### src/rtl/addr_delocator.sv
// addr_delocator: splits a flat position address into inner/outer coordinates.
// Data words are divided by locate_dim_size with a 1-bit/cycle restoring divider;
// inner = remainder, outer = quotient. Control tokens are copied to both outputs.
module addr_delocator #(
  parameter int DATA_W  = 16,
  parameter int DIV_CYC = DATA_W
) (
  input  logic              clk,
  input  logic              rst,
  input  logic              clk_en,
  input  logic              flush,
  input  logic              tile_en,
  input  logic [DATA_W-1:0] locate_dim_size,
  input  logic [DATA_W:0]   addr_in,
  input  logic              addr_in_valid,
  output logic              addr_in_ready,
  output logic [DATA_W:0]   coord_out_0,
  output logic              coord_out_0_valid,
  input  logic              coord_out_0_ready,
  output logic [DATA_W:0]   coord_out_1,
  output logic              coord_out_1_valid,
  input  logic              coord_out_1_ready
);

  localparam int CNT_W = (DIV_CYC > 1) ? $clog2(DIV_CYC) : 1;
  localparam logic [CNT_W-1:0] CNT_LAST = CNT_W'(DIV_CYC - 1);
  localparam logic [CNT_W-1:0] CNT_ONE  = CNT_W'(1);
  localparam logic [CNT_W-1:0] CNT_ZERO = CNT_W'(0);

  typedef enum logic [1:0] {
    IDLE = 2'd0,
    DIV  = 2'd1,
    OUT  = 2'd2
  } state_t;

  state_t            state_r;
  // Dividend shifts out of the MSB while quotient bits shift into the LSB.
  logic [DATA_W-1:0] dq_r;
  // One bit wider than the divisor so the shifted partial remainder never overflows.
  logic [DATA_W:0]   rem_r;
  logic [CNT_W-1:0]  cnt_r;
  logic [DATA_W:0]   coord0_r;
  logic [DATA_W:0]   coord1_r;
  logic              taken0_r;
  logic              taken1_r;

  logic              gate_s;
  logic              hs_in_s;
  logic              hs0_s;
  logic              hs1_s;
  logic              taken0_nx_s;
  logic              taken1_nx_s;
  logic [DATA_W:0]   rem_shift_s;
  logic              rem_ge_s;
  logic [DATA_W:0]   rem_sub_s;
  logic [DATA_W-1:0] dq_nx_s;

  // Handshakes are only honoured with the tile enabled, the clock enabled and no clear pending.
  assign gate_s            = clk_en & tile_en & ~rst & ~flush;
  assign addr_in_ready     = (state_r == IDLE) & gate_s;
  assign coord_out_0_valid = (state_r == OUT) & ~taken0_r & gate_s;
  assign coord_out_1_valid = (state_r == OUT) & ~taken1_r & gate_s;
  assign coord_out_0       = coord0_r;
  assign coord_out_1       = coord1_r;

  assign hs_in_s     = addr_in_valid & addr_in_ready;
  assign hs0_s       = coord_out_0_valid & coord_out_0_ready;
  assign hs1_s       = coord_out_1_valid & coord_out_1_ready;
  assign taken0_nx_s = taken0_r | hs0_s;
  assign taken1_nx_s = taken1_r | hs1_s;

  // Restoring step: a set bit shifted out of rem_r means the true value already exceeds the divisor.
  assign rem_shift_s = {rem_r[DATA_W-1:0], dq_r[DATA_W-1]};
  assign rem_ge_s    = rem_r[DATA_W] | (rem_shift_s >= {1'b0, locate_dim_size});
  assign rem_sub_s   = rem_ge_s ? (rem_shift_s - {1'b0, locate_dim_size}) : rem_shift_s;
  assign dq_nx_s     = {dq_r[DATA_W-2:0], rem_ge_s};

  // Control FSM plus divider datapath and registered output words.
  always_ff @(posedge clk) begin
    if (rst || flush) begin
      state_r  <= IDLE;
      dq_r     <= '0;
      rem_r    <= '0;
      cnt_r    <= CNT_ZERO;
      coord0_r <= '0;
      coord1_r <= '0;
      taken0_r <= 1'b0;
      taken1_r <= 1'b0;
    end else if (clk_en) begin
      case (state_r)
        IDLE: begin
          if (hs_in_s) begin
            if (addr_in[DATA_W]) begin
              coord0_r <= addr_in;
              coord1_r <= addr_in;
              state_r  <= OUT;
            end else if (locate_dim_size == '0) begin
              coord0_r <= {1'b0, addr_in[DATA_W-1:0]};
              coord1_r <= '0;
              state_r  <= OUT;
            end else begin
              dq_r    <= addr_in[DATA_W-1:0];
              rem_r   <= '0;
              cnt_r   <= CNT_LAST;
              state_r <= DIV;
            end
          end
        end
        DIV: begin
          dq_r  <= dq_nx_s;
          rem_r <= rem_sub_s;
          if (cnt_r == CNT_ZERO) begin
            coord1_r <= {1'b0, dq_nx_s};
            coord0_r <= {1'b0, rem_sub_s[DATA_W-1:0]};
            state_r  <= OUT;
          end else begin
            cnt_r <= cnt_r - CNT_ONE;
          end
        end
        OUT: begin
          if (taken0_nx_s && taken1_nx_s) begin
            taken0_r <= 1'b0;
            taken1_r <= 1'b0;
            state_r  <= IDLE;
          end else begin
            taken0_r <= taken0_nx_s;
            taken1_r <= taken1_nx_s;
          end
        end
        default: begin
          state_r <= IDLE;
        end
      endcase
    end
  end

endmodule

### config.mk
export PLATFORM = sky130hd
export DESIGN_NAME = addr_delocator
export DESIGN_NICKNAME = d
export VERILOG_FILES = /design/src/rtl/addr_delocator.sv
export SDC_FILE = /design/constraint.sdc
export NUM_CORES = 1
export LEC_CHECK = 0
export CORE_MARGIN = 10
export CORE_UTILIZATION = 48
export DETAILED_ROUTE_END_ITERATION = 8
export PLACE_DENSITY = 0.88
export SYNTH_ARGS = -nofsm -noshare
export SYNTH_HDL_FRONTEND = slang
export SYNTH_SLANG_ARGS = --single-unit
### constraint.sdc
create_clock -name clk -period 2.15 [get_ports clk]
set_input_delay 0.43 -clock clk [delete_from_list [all_inputs] [get_ports clk]]
set_output_delay 0.43 -clock clk [all_outputs]
set_load 0.01 [all_outputs]
==> metrics.yaml <==
clkLatencyLatePin_ps: 360
grt_max_degree: 36
synth-edff-count: 0
min_path_type: "reg -> reg"
antenna_found_initial: 0
worstSetupStartpoint: "dq_r[15]$_SDFFE_PP0P_"
leakage_uw: 0.00260
reg2reg_setup_slack_ps: -360
antenna_left: 0
die-width_microns: 114
synth_seq_cells: 74
grt_setup_unrepaired: "true"
dieArea_sq_um: 12900
path_clk_slew_ps: 80
grt_pass1_vias: 5070
hp-start: "rem_r[12]$_SDFFE_PP0P_"
worstSetupPathType: "reg -> reg"
yosys-top-cells-area: "dfxtp_1 (35%), nand2_1 (7.6%), a311oi_1 (6.6%)"
yosysUniqueCellTypes: 59
drive_above_1_share_pct: 38.0
max_freq_ghz: 0.399
reg2reg_depth: 11
setup_viol: 36
viasPerCell: 6.51
synth_area_leader_cell: "dfxtp_1"
port_buffers: 77
crit_fanout: 3
areaGrowthSynthToFinish_pct: 64.1
cap_violations: 0
fin_ws_ps: -359
htree_levels: 3
period_needed_ps: 2510
drt-initial-drc-count: 599
cp-start-kind: "register"
hold_violations: 0
syn_area_per_cell_sq_um: 7.81
vdd_drop_max_v: 0.000245
worst_slew_margin_rel_pct: 67.0
cts_sinks: 74
n_antenna_cell: 0
syn-num-nets: 599
firstDrtPassIters: 6
maxSlewViolCount: 0
synth_cells: 540
num_io_pins: 78
arrival_ps: 2730
cts_buffers: 9
drc_errors: 0
power.total_uw: 2860
vias: 5407
clockBufferDepth: 2
design.core.area_sq_um: 8640
worstHoldEndpoint: "rem_r[12]$_SDFFE_PP0P_"
synth_most_common_cell: "nand2_1"
yosysTopAreaCellShare_pct: 35.1
gp_congestion: 0.916
grt_pass1_wl_mm: 25.3
dp_hpwl_mm: 10.7
p_per_area_nw_per_um2: 414
regToRegStartpoint: "dq_r[15]$_SDFFE_PP0P_"
drt-total-wl_mm: 18.8
fin_crit_sh_pct: 117
start_util_pct: 48.8
required_ps: 2370
violations: "negative setup slack"
hold_path_depth: 2
clock_skew_ps: 11.1
outcome: "finished, violations left"
worst_slew_pin_slew_ps: 492
grt_overflow_total: 0
yosys_warnings: 0
synth_area_sq_um: 4220
synthTopCellsByCount: "nand2_1 (85), dfxtp_1 (74), nor2_1 (63)"
critPathCaptureType: "register"
cts_tree: "yes"
cts_root_buf: "clkbuf_8"
reg2reg_to: "coord_out_0[10]$_SDFFE_PP0P_"
ys_seq_area_share_pct: 35.1
die_h_microns: 114
num-fill-cells: 466
core.rowCount: 34
synth_flop_cell: "dfxtp_1"
grtUsageTotal_pct: 23.7
place_ws_ps: -849
synthArstFlopShare_pct: 0
fin_nets: 778
routedWlPerCell_microns: 22.7
==> worst max-delay path, stage by stage, from the launching register on <==
cell and delay [ps]:
dfxtp_2 340, inv_2 90, ha_4 140, inv_2 40, fa_2 340, a211oi_2 230
o21ai_2 130, a31o_2 240, a21oi_2 190, xnor2_2 120, a211oi_2 400, o21ai_1 110
==> metal layers <==
metal | vias to the layer above | GRT usage [%] | wire length [microns]
met5 | - | 0 | 0
li1 | 2311 | - | -
met2 | 453 | 40.8 | 9070
met1 | 2499 | 27.0 | 6650
met4 | 0 | 11.3 | 1290
met3 | 144 | 5.30 | 1800
==> repair_timing <==
item	in CTS	in global routing
setup endpoints to repair	75	67
hold buffers	0	0
gates resized for setup	112	91
gates cloned	1	1
setup buffers	18	9
pin swaps	45	36
==> stage by stage <==
stage                     instance area (sq um)  cells  util [%]  hold slack, ps  setup TNS, ps
final                                      6920    830      80.1             490          -5310
after global placement                     5910    787      68.4             450         -48330
after global routing                       6920    830      80.1             503          -7370
after CTS                                  6500    820      75.3             471           -187
after floorplan                            4440    540         -             426           -296
after detailed placement                   5910    787      68.4             455         -51430
==> logic make-up (layout without fill, tap and decap cells) <==
logic type / count (synthesis) / in the layout / share of synthesized area, %
AO/OA/AOI/OAI: 163 / 163 / 26.3
buffers and inverters: 54 / 235 / 5.31
AND/OR/NAND/NOR: 205 / 206 / 21.9
adder cells (fa/ha/maj): 18 / 18 / 5.52
XOR/XNOR: 13 / 13 / 2.70
multiplexers: 13 / 13 / 3.12
flip-flops: 74 / 74 / 35.1
==> state kept, by name, summed over array words and instances, names as in the netlist <==
signal / flops
coord_out_1: 16
coord_out_0: 17
taken1_r: 1
dq_r: 16
taken0_r: 1
state_r: 2
rem_r: 17
cnt_r: 4
==> power by group <==
| part | total [uW] | leakage (uW) | switching [uW] | internal [uW] |
|---|---|---|---|---|
| sequential | 1380 | 0.000604 | 3.72 | 1370 |
| combinational | 446 | 0.00191 | 231 | 215 |
| clock | 1040 | 0.0000853 | 517 | 523 |
==> layout make-up <==
| class | instances | area, sq um | share of cell area (%) |
|---|---|---|---|
| clock inverter | 3 | 42.5 | 0.615 |
| clock buffer | 11 | 131 | 1.90 |
| inverter | 23 | 97.6 | 1.41 |
| tap | 108 | 135 | 1.95 |
| timing repair buffer | 198 | 1740 | 25.1 |
| multi-input combinational | 413 | 3270 | 47.3 |
| sequential | 74 | 1500 | 21.7 |
==> how the worst max path moves through the flow <==
stage,to,slack [ps],cells past startpoint
detailed placement,rem_r[9]$_SDFFE_PP0P_,-850,11
finish,coord_out_0[10]$_SDFFE_PP0P_,-360,11
global placement,rem_r[13]$_SDFFE_PP0P_,-830,11
global route,coord_out_0[10]$_SDFFE_PP0P_,-420,11
CTS,coord_out_0[10]$_SDFFE_PP0P_,-60,11
floorplan,coord_out_0[6]$_SDFFE_PP0P_,-50,11
==> layout by cell type, fill, tap and decap left out, types with 9 or more instances in the layout <==
cell type / count
a21oi_1: 27
dfxtp_1: 60
buf_4: 102
nand3_1: 9
nand2_1: 81
clkdlybuf4s50_1: 57
buf_6: 16
a311oi_1: 30
o21ai_1: 17
o21ai_0: 10
o211ai_1: 9
inv_2: 13
nor2_1: 58
clkbuf_8: 9
a21oi_2: 9
dfxtp_2: 12
ha_4: 15
(Power assumes the default switching activity.)
